==> src/rtl/inst_mem_loader.sv <==
// Boot-time loader: packs a little-endian byte stream into INST_W-bit words and writes them
// to instruction memory from address 0, then releases the CPU. Option: INST_LOADER_CHECKSUM_EN.
module inst_mem_loader #(
    parameter int ADDR_W = 12,
    parameter int INST_W = 19
) (
    input  logic              clk,
    input  logic              rst,
    input  logic              load_req,
    input  logic [ADDR_W-1:0] load_len,
    input  logic              in_valid,
    input  logic [7:0]        in_data,
    output logic              in_ready,
    output logic              mem_we,
    output logic [ADDR_W-1:0] mem_addr,
    output logic [INST_W-1:0] mem_wdata,
    output logic              cpu_hold,
    output logic              cpu_start,
    output logic              busy,
    output logic              done,
    output logic              err
);

    typedef enum logic [2:0] {IDLE, B0, B1, B2, WR, CHK, FIN, ERR} state_t;

`ifdef INST_LOADER_CHECKSUM_EN
    localparam state_t LAST = CHK;
`else
    localparam state_t LAST = FIN;
`endif

    // Bits of the third byte that lie above the instruction's top bit.
    localparam logic [7:0] HI_MASK = 8'(8'hFF << (INST_W - 16));

    state_t            state, state_nxt;
    logic [ADDR_W-1:0] count, len;
    logic [15:0]       inst_lo;
    logic              xfer, hi_bad, more;

    assign in_ready = (state == B0) || (state == B1) || (state == B2) || (state == CHK);
    assign xfer     = in_valid & in_ready;
    assign hi_bad   = |(in_data & HI_MASK);
    assign more     = (count + ADDR_W'(1)) < len;

`ifdef INST_LOADER_CHECKSUM_EN
    logic [7:0] sum;
    always_ff @(posedge clk or negedge rst) begin
        if (!rst)
            sum <= '0;
        else if (state == IDLE && load_req)
            sum <= '0;
        else if (xfer && state != CHK)
            sum <= sum + in_data;
    end
`endif

    always_ff @(posedge clk or negedge rst) begin
        if (!rst) state <= IDLE;
        else      state <= state_nxt;
    end

    always_comb begin
        state_nxt = state;
        case (state)
            IDLE: if (load_req) state_nxt = (load_len == '0) ? LAST : B0;
            B0:   if (xfer) state_nxt = B1;
            B1:   if (xfer) state_nxt = B2;
            B2:   if (xfer) state_nxt = hi_bad ? ERR : WR;
            WR:   state_nxt = more ? B0 : LAST;
`ifdef INST_LOADER_CHECKSUM_EN
            CHK:  if (xfer) state_nxt = (in_data == sum) ? FIN : ERR;
`else
            CHK:  state_nxt = IDLE;
`endif
            FIN:  state_nxt = IDLE;
            ERR:  state_nxt = IDLE;
            default: state_nxt = IDLE;
        endcase
    end

    // Outputs are registered from the next state so they line up with the state itself.
    always_ff @(posedge clk or negedge rst) begin
        if (!rst) begin
            mem_we    <= 1'b0;
            mem_addr  <= '0;
            mem_wdata <= '0;
            cpu_hold  <= 1'b0;
            cpu_start <= 1'b0;
            busy      <= 1'b0;
            done      <= 1'b0;
            err       <= 1'b0;
            count     <= '0;
            len       <= '0;
            inst_lo   <= '0;
        end else begin
            mem_we    <= (state_nxt == WR);
            cpu_hold  <= (state_nxt == B0) || (state_nxt == B1) || (state_nxt == B2) ||
                         (state_nxt == WR) || (state_nxt == CHK);
            cpu_start <= (state_nxt == FIN);
            busy      <= (state_nxt != IDLE);
            if (state == IDLE && load_req) begin
                done  <= 1'b0;
                err   <= 1'b0;
                count <= '0;
                len   <= load_len;
            end
            if (state_nxt == FIN) done <= 1'b1;
            if (state_nxt == ERR) err  <= 1'b1;
            if (xfer) begin
                case (state)
                    B0: inst_lo[7:0]  <= in_data;
                    B1: inst_lo[15:8] <= in_data;
                    B2: if (!hi_bad) begin
                        mem_wdata <= {in_data[INST_W-17:0], inst_lo};
                        mem_addr  <= count;
                    end
                    default: ;
                endcase
            end
            if (state == WR) count <= count + ADDR_W'(1);
        end
    end

endmodule

==> config.mk <==
export PLATFORM = sky130hd
export DESIGN_NAME = inst_mem_loader
export DESIGN_NICKNAME = d
export VERILOG_FILES = /design/src/rtl/inst_mem_loader.sv
export SDC_FILE = /design/constraint.sdc
export NUM_CORES = 1
export LEC_CHECK = 0
export CAP_MARGIN = 10
export CORE_UTILIZATION = 40
export CTS_CLUSTER_DIAMETER = 100
export CTS_CLUSTER_SIZE = 8
export DETAILED_ROUTE_END_ITERATION = 8
export PLACE_DENSITY_LB_ADDON = 0.05
export SETUP_SLACK_MARGIN = 0.05
export SKIP_LAST_GASP = 1
export SLEW_MARGIN = 25
export SYNTH_ARGS = -nofsm -noshare
export SYNTH_HDL_FRONTEND = slang
export SYNTH_SLANG_ARGS = --single-unit
==> constraint.sdc <==
create_clock -name clk -period 2.5 [get_ports clk]
set_input_delay 0.5 -clock clk [delete_from_list [all_inputs] [get_ports clk]]
set_output_delay 0.5 -clock clk [all_outputs]
set_load 0.01 [all_outputs]
# Word-level counts from Yosys, hierarchy flattened
# Cells that the tools add are included.
[op_classes]
addsub = 1
order_cmp = 1
n_eq_ne = 14
n_mux = 13
bitwise = 2
reduce_logical = 19
[op_table]
columns = ["operator", "count"]
rows = [
  ["3-bit == test, second input constant", 8],
  ["12-bit 2-to-1 mux", 2],
  ["3-bit 2-to-1 mux", 6],
  ["3-bit one-hot mux with 6 select lines", 1],
  ["12-bit by 1-bit adder with 12-bit output, second input constant", 1],
  ["3-bit by 2-bit == test with 1-bit output, second input constant", 4],
  ["12-bit logical NOT", 1],
  ["12-bit < comparator", 1],
  ["1-bit logical OR", 7],
  ["3-bit by 1-bit == test with 1-bit output, second input constant", 2],
  ["2-bit nonzero test", 3],
  ["5-bit OR reduction", 1],
  ["2-bit AND reduction", 2],
  ["3-bit logical NOT", 1],
  ["1-bit 2-to-1 mux", 3],
  ["3-bit AND reduction", 1],
  ["3-bit nonzero test", 1],
  ["3-bit OR reduction", 1],
  ["2-bit 2-to-1 mux", 1],
  ["1-bit bitwise AND", 1],
  ["1-bit logical AND", 1],
  ["1-bit inverter", 1],
]
[word_totals]
reg_bits = 80
in_bits = 24
out_inout_bits = 38

# Depth between registers and ports, before layout
# Gate-level depths: netlist of the first run.
[logic_depth]
depth_word = 12
mapped_depth = 10
mapped_depth_nobuf = 10

# Worst setup path before layout of the first run
# Ideal clock, no wire load.
[synth_path]
path_type = "reg-to-reg"
from = "register count[0]"
to = "register state[2]"
setup_ns = 0.073
arrival_time_ns = 2.388
required_time_ns = 2.427
path_slack_ns = 0.039
path_stages_with_launch = 11
period_less_slack_ns = 2.461
path_cell_list = "dfrtp_1 > ha_1 > nand3_1 > nor2_1 > nand3_1 > xnor2_1 > ha_1 > nand4_1 > a2111oi_0 > o21ai_0 > nand3_1"
[synth_between]
elab_chain_len = 4
[synth_rtl]
columns = ["element", "line", "text"]
rows = [
  ["start, declared", "36", "logic [ADDR_W-1:0] count, len;"],
  ["start signal, assigned", "120", "if (state == WR) count <= count + ADDR_W'(1);"],
  ["12-bit by 1-bit adder with 12-bit output", "43", "assign more = (count + ADDR_W'(1)) < len;"],
  ["12-bit < comparator", "43", ""],
  ["3-bit 2-to-1 mux", "69", "WR: state_nxt = more ? B0 : LAST;"],
  ["3-bit one-hot mux with 6 select lines", "64", "case (state)"],
  ["named net state_nxt[2]", "35", "state_t state, state_nxt;"],
  ["end signal, assigned", "59", "else state <= state_nxt;"],
  ["end, declared", "35", ""],
]
# The timed path passes the listed nets, and every way through them passes these cells.
# A chain may end at the register's enable or synchronous reset.

# Worst setup path in the final report of the first run
[layout_path]
from = "register count[3]"
to = "register cpu_hold"
[layout_between]
elab_chain_len = 9
elab_cells_between_ends = 13
cone_classes = "1 x add/sub; 1 x order compare; 5 x eq/ne; 2 x mux; 4 x reduce/logical"
[layout_rtl]
columns = ["element", "line", "text"]
rows = [
  ["12-bit by 1-bit adder with 12-bit output (*)", "43", ""],
  ["12-bit < comparator (*)", "43", ""],
  ["3-bit 2-to-1 mux (*)", "69", ""],
  ["3-bit one-hot mux with 6 select lines (*)", "64", ""],
  ["3-bit by 1-bit == test with 1-bit output or 3-bit by 2-bit == test with 1-bit output (tied branches)", "97", "cpu_hold <= (state_nxt == B0) || (state_nxt == B1) || (state_nxt == B2) ||"],
  ["1-bit logical OR (3 in series)", "97", ""],
  ["1-bit logical OR (*)", "98", "(state_nxt == WR) || (state_nxt == CHK);"],
  ["end signal, assigned", "97", ""],
  ["end, declared", "17", "output logic cpu_hold,"],
]
# Mark *: on every way between the ends. The rest lies on a longest branch, timed or not.

==> results of run 1 <==
-- cell type report --
type / count / area [um^2] / area share
Sequential cell: 80 / 2000 / 0.409
Multi-Input combinational cell: 187 / 1600 / 0.327
Timing Repair Buffer: 99 / 910 / 0.186
Clock buffer: 10 / 138 / 0.0281
Tap cell: 108 / 135 / 0.0276
Clock inverter: 6 / 66.3 / 0.0135
Inverter: 12 / 45.0 / 0.00920
-- cells by family (layout without fill, tap and decap cells) --
family	count (synthesis)	in the layout
XOR/XNOR	10	10
AO/OA/AOI/OAI	44	44
adder cells (fa/ha/maj)	12	12
multiplexers	49	49
flip-flops	80	80
buffers and inverters	25	127
AND/OR/NAND/NOR	72	72
-- worst register-to-register path: stages, from the launching register on --
cell                       delay (ns)
sky130_fd_sc_hd__dfrtp_1         0.44
sky130_fd_sc_hd__nand2_2         0.11
sky130_fd_sc_hd__nor3_4          0.20
sky130_fd_sc_hd__buf_4           0.16
sky130_fd_sc_hd__xor2_2          0.15
sky130_fd_sc_hd__ha_1            0.27
sky130_fd_sc_hd__a21oi_1         0.14
sky130_fd_sc_hd__o21a_1          0.19
sky130_fd_sc_hd__o221ai_4        0.14
sky130_fd_sc_hd__or3_4           0.39
sky130_fd_sc_hd__a31oi_1         0.14
-- layer usage --
layer  wire length [um]  track usage
met1               3440        0.238
met3                266       0.0383
met2               3830        0.275
met5                  0            0
met4                133       0.0772
-- stage by stage --
step | instances | worst slack, ns
global route | 502 | -0.0352
global placement | 481 | 0.0162
finish | 502 | 0.0949
detailed placement | 481 | -0.0397
CTS | 499 | 0.0701
floorplan | 292 | 0.0987
-- cells in the mapped netlist, types with 6 or more instances --
cell type | n | area [um^2]
sky130_fd_sc_hd__inv_1 | 12 | 45.0
sky130_fd_sc_hd__o21ai_0 | 22 | 110
sky130_fd_sc_hd__mux2_2 | 47 | 529
sky130_fd_sc_hd__a22o_1 | 7 | 61.3
sky130_fd_sc_hd__dfrtp_1 | 80 | 2000
sky130_fd_sc_hd__a21oi_1 | 6 | 30.0
sky130_fd_sc_hd__nor2_1 | 14 | 52.6
sky130_fd_sc_hd__nand2_1 | 29 | 109
sky130_fd_sc_hd__nand3_1 | 9 | 45.0
sky130_fd_sc_hd__ha_1 | 12 | 150
sky130_fd_sc_hd__clkbuf_1 | 7 | 26.3
-- worst min-delay path by stage --
stage	startpoint	endpoint	slack (ns)	cells past startpoint
after detailed placement	err$_DFFE_PN0P_	err$_DFFE_PN0P_	0.47	1
after global placement	err$_DFFE_PN0P_	err$_DFFE_PN0P_	0.47	1
final	rst	len[9]$_DFFE_PN0P_	0.13	1
after global routing	rst	len[9]$_DFFE_PN0P_	0.17	1
after floorplan	rst	busy$_DFF_PN0_	0.20	0
after CTS	rst	len[9]$_DFFE_PN0P_	0.14	1
-- where the power goes --
group | leakage [nW] | switching, mW | internal, mW
Clock | 0.107 | 0.484 | 0.493
Combinational | 1.15 | 0.695 | 0.847
Sequential | 1.04 | 0.247 | 1.69
-- state kept, by name (all words and copies together), names as in the netlist --
register / flops
inst_lo: 16
done: 1
state: 3
len: 12
mem_addr: 12
err: 1
cpu_start: 1
mem_we: 1
mem_wdata: 19
count: 12
busy: 1
cpu_hold: 1
-- timing repair --
item                       4_1_cts  5_1_grt
setup endpoints to repair        6        6
gates resized for setup          2       28
pin swaps                        2       15
setup buffers                    2        3
==> summary by stage, run 1 <==
Route
Dividing the detail-routed via count by the number of cells gives 5.07. The via total after detailed routing is 2546. The number of nets with antenna violations after detailed routing is 0.

The number of DRC violations after detailed routing is 0. The routed length per placed instance is 15.3 um. The total routed wirelength is 7670 um. The initial detailed-routing violation count is 124. The first-pass detailed-route iteration total is 4.

Critical path
Data on the critical path is required at its endpoint by 2.77 ns. The slowest cell on the critical path is sky130_fd_sc_hd__dfrtp_1. The signal on the critical path passes through nand2_2, nor3_4, buf_4, xor2_2, ha_1, a21oi_1, o21a_1, o221ai_4, or3_4, a31oi_1. The number of buffers and inverters on the critical path is 1. The endpoint identified for the worst register-to-register timing path is cpu_hold$_DFF_PN0_. The largest single stage delay on the critical path is ~0.44 ns.

In this run the worst setup path begins at count[3]$_DFFE_PN0P_. For flop-to-flop paths, the worst setup slack is 0.09 ns. STA classifies the critical path endpoint as a register.

The cell family with the largest share of critical-path delay is simple AND/OR/NAND/NOR gates. The arrival time at the worst endpoint is 2.68 ns. The critical path is of the register to register type. For the worst flop-to-flop path, the logic depth is 10.

The launch instance of the worst register-to-register path is count[3]$_DFFE_PN0P_. The critical path runs through a total of 10 cells. The largest fanout of any net on the critical path is 3.

The critical path ends at cpu_hold$_DFF_PN0_. The type of element launching the critical path is a register.

Placed design
The area of placed instances is 0.00450 mm^2. The number of I/O port buffers is 61. The final HPWL from detailed placement is 5350 um.

At the end of routability-driven placement, the weighted congestion stood at 0.766.

Timing
Of the available clock period, the critical path in the final layout requires 0.962. The slew at the pin closest to its max-slew limit is 0.813 ns. The highest attainable clock frequency is 0.416 GHz. The worst pin sits at a relative slew slack of 0.456. The clock period could shrink to around 2.4 ns. The worst-case hold slack is about 0.13 ns. On the final layout, the worst clock skew is 0.0118 ns. The final-report setup violation count is 0. The number of hold violations in the final report is 0.

The total count of max-transition violations in the final report is 0. For the final routed database, the setup TNS stands at 0 ns. Setup repair after global routing could not meet its margin everywhere.

Yosys
The number of instances in the synthesized netlist is 292. The sequential fraction of the synthesis area is 0.562. The share of async-settable or async-resettable flops after synthesis is 1.00. The number of nets handed over by synthesis was 328. The count of flip-flops with a built-in enable after synthesis is 0. The area of the mapped netlist is 0.00356 mm^2. The mean instance size in the synthesized netlist is 12.2 um^2. Of the total synthesized cell area, the portion taken by AND, OR, NAND and NOR gates is 0.107. By area, the combinational part of the netlist is dominated by multiplexers.

The share of the synthesized area in compound gates (AO/OA/AOI/OAI) came to 0.0769. The synthesized-area fraction occupied by xor and xnor cells is 0.0246. The post-synthesis share of cell area spent on full adders, half adders and majority gates is 0.0421. The most used flip-flop cell after synthesis is sky130_fd_sc_hd__dfrtp_1. Measured against the total synthesized area, the mux share comes to 0.154. The synthesis warning total is 0. Synthesis inferred 80 register bits.

The post-synthesis cell type count is 38.

CTS
The insertion delay to the later sink of the worst-skew pair is between 0.3 and 0.4 ns. The number of hold buffers added after CTS is 0. In this run, CTS created clock tree buffers numbering 9. CTS placed an instance of sky130_fd_sc_hd__clkbuf_8 at the clock tree root. The number of buffers on the longest clock path is 2.

The deepest level of the CTS H-tree is 3. After clock tree synthesis, the clock-pin slew on the worst setup and hold paths is ~0.09 ns. The clock sink count is 80. TritonCTS built the clock tree.

Global route
After global routing the overflow that remains totals 0. The number of global-route vias before repair is roughly 2.5k. Entering global routing, the biggest net connects 45 pins. The first global-routing pass estimated 12200 um of wire.

The total routing resource utilization after global routing is 0.177. The number of antenna violations at the first check in global routing came to 0.

Final layout
The utilization after layout is 0.564. Leaving out fill and tap cells, the most frequent cell in the layout is sky130_fd_sc_hd__dfrtp_1. The top cell types in the final layout, fill and taps aside, are sky130_fd_sc_hd__dfrtp_1 (80), sky130_fd_sc_hd__clkdlybuf4s50_1 (60), sky130_fd_sc_hd__mux2_2 (47).

The ratio of cells with drive above 1 in the final layout is 0.335. The total number of nets in the final design is 425. The layout overhead on the synthesized area is 37.4%. The post-route standard cell area excluding fillers is ~0.0049 mm^2. The number of antenna cells inserted is 0. The filler cell count is approximately 800.

Die
The die boundary height is 96.4 um. 62 I/O pins were placed. In this run the standard cell core region covers 0.00868 mm^2. The initial utilization of the core area, before any placement, comes to 0.411. The overall die width is 96.4 um.

The die covers 0.00929 mm^2. The number of core rows is 34.

Power
Dividing total power by cell area gives a power density of 910 mW/mm^2. The cell leakage power is 2.30 nW. The worst ir drop on vdd is roughly 650 uV. The total chip power is roughly 4.5 mW.

Hold path
The path category of the worst min-delay check is input pin to asynchronous set/reset pin.

Flow run
The number of max-cap violations is 0.

Run status
The flow ran to the end, and the final reports show no timing, DRC or antenna violations.
No activity file was read; power rests on OpenSTA's default activity.
==> run 2: changes to the inputs <==
--- a/config.mk
+++ b/config.mk
@@ -12,6 +12,7 @@
 export DETAILED_ROUTE_END_ITERATION = 8
 export PLACE_DENSITY_LB_ADDON = 0.05
 export SETUP_SLACK_MARGIN = 0.05
+export SKIP_CTS_REPAIR_TIMING = 1
 export SKIP_LAST_GASP = 1
 export SLEW_MARGIN = 25
 export SYNTH_ARGS = -nofsm -noshare
==> constraint.sdc (replaced) <==
create_clock -name clk -period 2 [get_ports clk]
set_input_delay 0.4 -clock clk [delete_from_list [all_inputs] [get_ports clk]]
set_output_delay 0.4 -clock clk [all_outputs]
set_load 0.01 [all_outputs]
==> run 2 against run 1 <==
  * The flow now finishes with violations (setup timing)
  * Worst hold slack improved by 0.24 ns
  * Routed wire length rose by 7.4%
  * Fmax rose by 3.1%
  * Flip-flop and latch count did not move
  * Via count rose by 3.8%
  * Cell area rose by 4.5%
  * Highest routed layer unchanged
  * Sequential share of layout area fell by 1.6 points
  * Register-to-register slack got worse by 0.43 ns
  * Core utilization rose by 2.6 points
  * First-iteration DRC count fell by 11%
  * Die area did not move
==> summary by stage, run 2 (same netlist as run 1, synthesis figures left out) <==
Timing
Setup repair after global routing could not meet its margin everywhere. In the final timing run, aggregate negative setup slack is -1.69 ns. Of the available clock period, the critical path in the final layout requires 1.17.

The clock period minus final worst setup slack is 2.33 ns. The number of hold violations in the final report was 0. The total count of max-transition violations in the final report is 0. The worst-case headroom to the max-slew limit is 0.452. At the pin with the least slew margin, the transition time is 0.820 ns. The highest attainable clock frequency is about 0.43 GHz. Setup violations remaining at the end of the flow were counted as 6.

Between clock sinks in the finished design, the worst skew comes to 0.0119 ns. Setup slack on the critical path of the routed design comes to -0.333 ns.

Die
The overall die area is a little over 0.009 mm^2. The core region is 0.00868 mm^2. In this run the core area contains 34 standard-cell rows.

The initial utilization of the core area, before any placement, comes to 0.411. In this run the horizontal extent of the chip is between 90 and 100 um. The die boundary height is ~96 um. The number of top-level pins is 62.

Final layout
Of the cells placed in the final design, the portion with a size suffix greater than 1 is 0.358. Leaving out fill and tap cells, the most frequent cells in the layout are sky130_fd_sc_hd__dfrtp_1 (75), sky130_fd_sc_hd__clkdlybuf4s50_1 (55), sky130_fd_sc_hd__buf_4 (48). The register with the most flip-flops is mem_wdata. The library cell used most frequently in the layout, excluding fill and tap cells, is sky130_fd_sc_hd__dfrtp_1. The total number of nets in the final design is approximately 440. The sequential cell area in the final layout is 0.00201 mm^2.

Summing all multi-input logic gate instances after layout gives 0.00161 mm^2. The repair_antennas step left the layout with diodes totalling 0. Excluding fillers, the count of instances in the completed layout stands at about 520. The register with the most flip-flops in the layout has 19 of them. The layout has 757 filler cells. Once layout is complete, the utilization of the core stands at 0.590. The layout overhead on the synthesized area is 43.6%. In the final layout, the registers with the most flip-flops are mem_wdata: 19 flops, inst_lo: 16 flops.

Placed design
After legalization and detailed placement, the total HPWL measured 5630 um. The final weighted congestion in routability-driven placement is 0.769. The instance count after placement with tap cells included is 491. The number of I/O port buffers is 61.

Before CTS, the worst setup slack after placement is -0.394 ns.

Critical path
The startpoint identified for the worst register-to-register timing path is count[0]$_DFFE_PN0P_. The slowest stage of the critical path is the sky130_fd_sc_hd__dfrtp_1 cell. Data on the critical path is required at its endpoint by approximately 2.3 ns. The arrival time at the worst endpoint is 2.61 ns. The worst register-to-register path has a depth of 9. The maximum single-stage delay on the critical path is about 0.43 ns. The startpoint of the most critical setup path is count[0]$_DFFE_PN0P_. Walking the worst path, the cells encountered are nand3_2, nor2_1, xor2_1, ha_1, a21oi_1, o21a_1, o221ai_1, or3_4, a31oi_4. The largest fanout of any net on the critical path is 3.

STA classifies the critical path startpoint as a register. The worst setup path is captured at a register. The critical setup path kind is register to register.

CTS
The clock passes through at most 2 buffers. The clock reaches the later pin of the worst-skew pair after 0.35 ns. The H-tree was split into 3 levels.

For this design, the sink count on the clock tree is 80. Counting the buffers created by CTS gives 9. The clock-pin transition on the worst setup and hold timing paths is 0.09 ns. TritonCTS built the clock tree. The clock root buffer master is sky130_fd_sc_hd__clkbuf_8.

Power
The worst-case IR drop observed on VDD is 808 uV. For this design the ratio of total power to cell area is ~1100 mW/mm^2. Summed over all cells, the static leakage comes to 2.43 nW.

Route
The first detailed-routing pass took 4 iterations. Dividing the detail-routed via count by the number of cells gives 5.09. The number of nets with antenna violations after detailed routing is 0. The routed layout has 2643 vias. The total routed wirelength is 8240 um.

In the final routed layout, each cell accounts on average for 15.9 um. After detailed routing, the number of remaining DRC violations is 0. The initial detailed-routing violation count is 110.

Hold path
The worst hold path cell count is 2. The path category of the worst min-delay check is input pin to register. The startpoint identified for the worst hold timing path is in_data[3].

Global route
For this run the aggregate overflow at the end of global routing stands at 0. The first global-routing pass estimated 12600 um of wire. Entering global routing, the biggest net connects 33 pins. The number of global-route vias before repair is about 2.7k. The number of antenna violations at the first check in global routing was 0. The total routing resource utilization after global routing is 0.185.

Run status
The final reports fail on setup timing. The run finished, with violations left.

Flow run
Max-cap violations in this run came to 0.
-- run 2: cell count changes in the layout (fill, tap and decap cells not counted), moves of 3 or more --
cell	previous run	this run
sky130_fd_sc_hd__dlymetal6s2s_1	0	5
sky130_fd_sc_hd__mux2_2	47	43
sky130_fd_sc_hd__mux2_4	0	4
sky130_fd_sc_hd__dfrtp_1	80	75
sky130_fd_sc_hd__dfrtp_2	0	5
sky130_fd_sc_hd__buf_4	37	48
sky130_fd_sc_hd__nand3_2	6	3
sky130_fd_sc_hd__clkdlybuf4s50_1	60	55
-- run 2: layer usage --
metal	vias up	global-route usage	part of all wire
met1	1328	0.216	0.43
met3	12	0.0571	0.044
met5	-	0	0
met4	0	0.0650	0.017
li1	1252	-	-
met2	51	0.320	0.51
-- run 2: worst max-delay path: cells and delay by family, from the launching register on --
family          cells  cell delay [ns]
simple gates        3             0.72
compound gates      4             0.60
flops               1             0.43
xor+xnor            1             0.23
fa+ha+maj           1             0.29
-- run 2: worst paths after layout --
check / to / slack (ns)
max: cpu_hold$_DFF_PN0_ / -0.33
min reg2reg: err$_DFFE_PN0P_ / 0.49
max in group asynchronous: count[7]$_DFFE_PN0P_ / 0.93
min: inst_lo[11]$_DFFE_PN0P_ / 0.37
min in group asynchronous: len[9]$_DFFE_PN0P_ / 0.49
max reg2reg: cpu_hold$_DFF_PN0_ / -0.33
-- run 2: final cells by class --
cell class | count | share of cell area
Sequential cell | 80 | 0.392
Multi-Input combinational cell | 187 | 0.315
Timing Repair Buffer | 116 | 0.216
Tap cell | 108 | 0.0264
Clock buffer | 9 | 0.0242
Clock inverter | 7 | 0.0166
Inverter | 12 | 0.00880
-- run 2: where the power goes --
part / internal (mW) / switching, mW / leakage [nW]
clock network: 0.604 / 0.657 / 0.107
logic: 1.15 / 0.957 / 1.29
registers: 2.12 / 0.271 / 1.03
total: 3.87 / 1.89 / 2.43
-- run 2: metrics by stage --
step                power [mW]  area, um^2  hold slack (ns)
floorplan                 3.47        3620            0.104
global placement          4.30        4640            0.336
detailed placement        4.34        4640            0.334
CTS                       5.62        4850          -0.0626
global route              6.16        5120            0.379
finish                    5.76        5120            0.370
==> run 3: changes to the inputs <==
--- a/config.mk
+++ b/config.mk
@@ -6,7 +6,7 @@
 export NUM_CORES = 1
 export LEC_CHECK = 0
 export CAP_MARGIN = 10
-export CORE_UTILIZATION = 40
+export CORE_UTILIZATION = 47
 export CTS_CLUSTER_DIAMETER = 100
 export CTS_CLUSTER_SIZE = 8
 export DETAILED_ROUTE_END_ITERATION = 8
==> run 3 against run 2 <==
  * The run still ends with setup timing left
  * Final cell count is 1.9% lower
  * Routed wire length is 0.67% higher
  * Fmax is 0.45% higher
  * Global-route usage is 3.0 points higher
  * Setup slack better by 0.010 ns
  * Cell area is 0.76% lower
  * Die area is 15% lower
  * Sequential power hardly changed
  * Clock-buffer cell count is 1 higher
  * Core utilization is 11 points higher
  * Non-clock buffer count is 1 lower
  * Critical path type unchanged
  * Largest power group unchanged
==> summary by stage, run 3 (same netlist as run 1, synthesis figures left out) <==
Global route
For this run, global-route usage on met2 was measured as 0.375. The met1 demand-to-capacity share in global routing is 0.245. The first-pass GRT wire length is 12500 um. After global routing, the most crowded layer is met2. Entering global routing, the biggest net connects 28 pins. The number of global-route vias before repair is 2663. In the global route stage, met3 resource usage came out at 0.0748.

The total overflow left after global routing is 0. In the global route stage, overall resource usage came out at 0.215. The number of antenna violations at the first check in global routing was 0.

Critical path
The worst setup path is of the register to register kind. Across all register-to-register paths, the minimum setup slack is -0.32 ns. The worst setup path is captured at a register. The maximum single-stage delay on the critical path is 0.43 ns. For this design, the slowest cell found on the critical path is sky130_fd_sc_hd__dfrtp_2. The critical path goes through ha_4, nand3_4, nor2_4, nand3_1, xnor2_1, ha_1, nand4_1, buf_4, a2111oi_4, or3_4, a31oi_1. The worst setup path is launched from a register. Of all nets on the critical path, the largest fanout is 3. For the worst setup path, the data required time is 2.27 ns. The worst register-to-register path has a depth of 11. The arrival time at the worst endpoint is around 2.6 ns.

Final layout
For this run, the number of standard cells in the final layout without fillers is approximately 510. The total number of nets in the final design is 441. The largest registers in the layout are mem_wdata: 19 flops, inst_lo: 16 flops. Leaving out fill and tap cells, the most frequent cells in the layout are sky130_fd_sc_hd__dfrtp_1 (74), sky130_fd_sc_hd__clkdlybuf4s50_1 (56), sky130_fd_sc_hd__mux2_2 (47), sky130_fd_sc_hd__buf_4 (47), sky130_fd_sc_hd__nand2_1 (28). The layout overhead on the synthesized area is 42.5%. The register with the most flip-flops in the layout has 19 of them.

The filler cell count is 550. Counting flops per register, the top entry is mem_wdata. Once layout is complete, the utilization of the core stands at 0.697. The number of antenna cells inserted is 0. The post-route standard cell area excluding fillers is 0.00508 mm^2. The ratio of cells with drive above 1 in the final layout is 0.363.

Leaving out fill and tap cells, the most frequent cell in the layout is sky130_fd_sc_hd__dfrtp_1.

Route
The initial detailed-routing violation count is between 60 and 70. The mean number of vias per cell is roughly 5.2. The number of nets with antenna violations after detailed routing is 0.

The number of DRC violations after detailed routing is 0. The routed layout has 2628 vias. In the final routed layout, each cell accounts on average for 16.3 um. The routed design has between 8000 and 9000 um of wire.

The first-pass detailed-route iteration total is 4.

CTS
The clock net in this run drives a total of 80 sinks. Clock latency on the worst-skew pair, taken at its later pin, is 0.36 ns. The CTS buffer count is 9. Clock-pin slew was measured on the worst setup and hold paths at around 0.090 ns.

The H-tree was split into 3 levels. Clock tree synthesis selected as its root buffer the cell sky130_fd_sc_hd__clkbuf_8. In this run the deepest clock path goes through 2 buffers. TritonCTS built the clock tree.

Placed design
The count of buffers added on input and output ports is 61. The final weighted congestion in routability-driven placement is 0.810. The final HPWL from detailed placement is 5600 um. The area of placed instances is 0.00462 mm^2.

The post-place setup slack is -0.375 ns. Once placement completed, the tool counted placed cells totaling 482.

Hold path
The path category of the worst min-delay check is input pin to register. The worst hold path was traced through 2 stages.

Flow run
The number of max-cap violations is 0.

Power
The worst ir drop on vdd is 707 uV. The cell leakage power is 2.40 nW. The ratio of total power to cell area is between 1000 and 1500 mW/mm^2. The design draws about 5.7 mW.

Die
The overall die width is 89.1 um. The area of the core is 0.00729 mm^2. For this configuration, the core starts out at a cell density of 0.489. 62 I/O pins were placed. The initialized floorplan defines 31 standard-cell rows. The die covers 0.00794 mm^2. The die boundary height is roughly 90 um.

Timing
The total count of max-transition violations in the final report was 0. On the final layout, the worst clock skew is 0.0118 ns. Once routing completed, OpenROAD measured the worst setup slack at -0.323 ns. The number of hold violations in the final report was 0. Across all hold checks on the routed design, the worst slack comes to 0.352 ns. After routing, the total negative slack on setup checks comes to -1.83 ns. Setup violations remaining at the end of the flow were counted as 7. The clock period minus final worst setup slack is 2.32 ns. For the pin with the worst max-slew slack, the measured transition is 0.525 ns. Setup repair after global routing could not meet its margin everywhere. The worst-case headroom to the max-slew limit is 0.650. The portion of the clock cycle consumed by the worst path in the final layout is 1.16. The highest attainable clock frequency is 0.430 GHz.

Run status
The final reports fail on setup timing. The flow ran to the end, but the final reports show violations.
-- run 3: changes by cell type in the layout (fill, tap and decap cells not counted), sizes merged --
| cell | before | now |
|---|---|---|
| dlymetal6s2s | 5 | 4 |
| clkdlybuf4s50 | 55 | 56 |
| inv | 16 | 14 |
| buf | 53 | 52 |
| clkinv | 2 | 3 |
| clkbuf | 11 | 12 |
-- run 3: critical path: cells and delay by family, from the launching register on --
kind	cells	cell delay, ns
adders and majority gates	2	0.44
buffers and inverters	1	0.14
and+or+nand+nor	5	0.82
xor gates and xnor gates	1	0.22
AOI/OAI and AO/OA	2	0.18
DFF	1	0.43
-- run 3: area by class of cell --
cell class | instances | area (um^2) | area share
clock buffers | 10 | 138 | 0.0271
clock inverters | 6 | 73.8 | 0.0145
inverters | 12 | 45.0 | 0.00887
multi-input cells | 187 | 1590 | 0.314
flip-flops and latches | 80 | 2010 | 0.396
well taps | 99 | 124 | 0.0244
repair buffers | 115 | 1100 | 0.216
-- run 3: final timing paths --
check,startpoint,to
worst max-delay path,count[1]$_DFFE_PN0P_,cpu_hold$_DFF_PN0_
worst max register to register,count[1]$_DFFE_PN0P_,cpu_hold$_DFF_PN0_
max in group asynchronous,rst,state[0]$_DFF_PN0_
worst min register to register,len[0]$_DFFE_PN0P_,len[0]$_DFFE_PN0P_
worst min-delay path,in_data[3],inst_lo[3]$_DFFE_PN0P_
min in group asynchronous,rst,len[9]$_DFFE_PN0P_
-- run 3: report_power, final --
group          switching, mW  internal (mW)  total [mW]
clock                  0.635          0.626        1.26
sequential             0.297           2.13        2.42
combinational          0.937           1.10        2.03
-- run 3: layer usage --
| layer | share of wire | vias to the layer above |
|---|---|---|
| li1 | - | 1253 |
| met1 | 0.42 | 1313 |
| met2 | 0.52 | 50 |
| met3 | 0.051 | 12 |
| met4 | 0.014 | 0 |
| met5 | 0 | - |
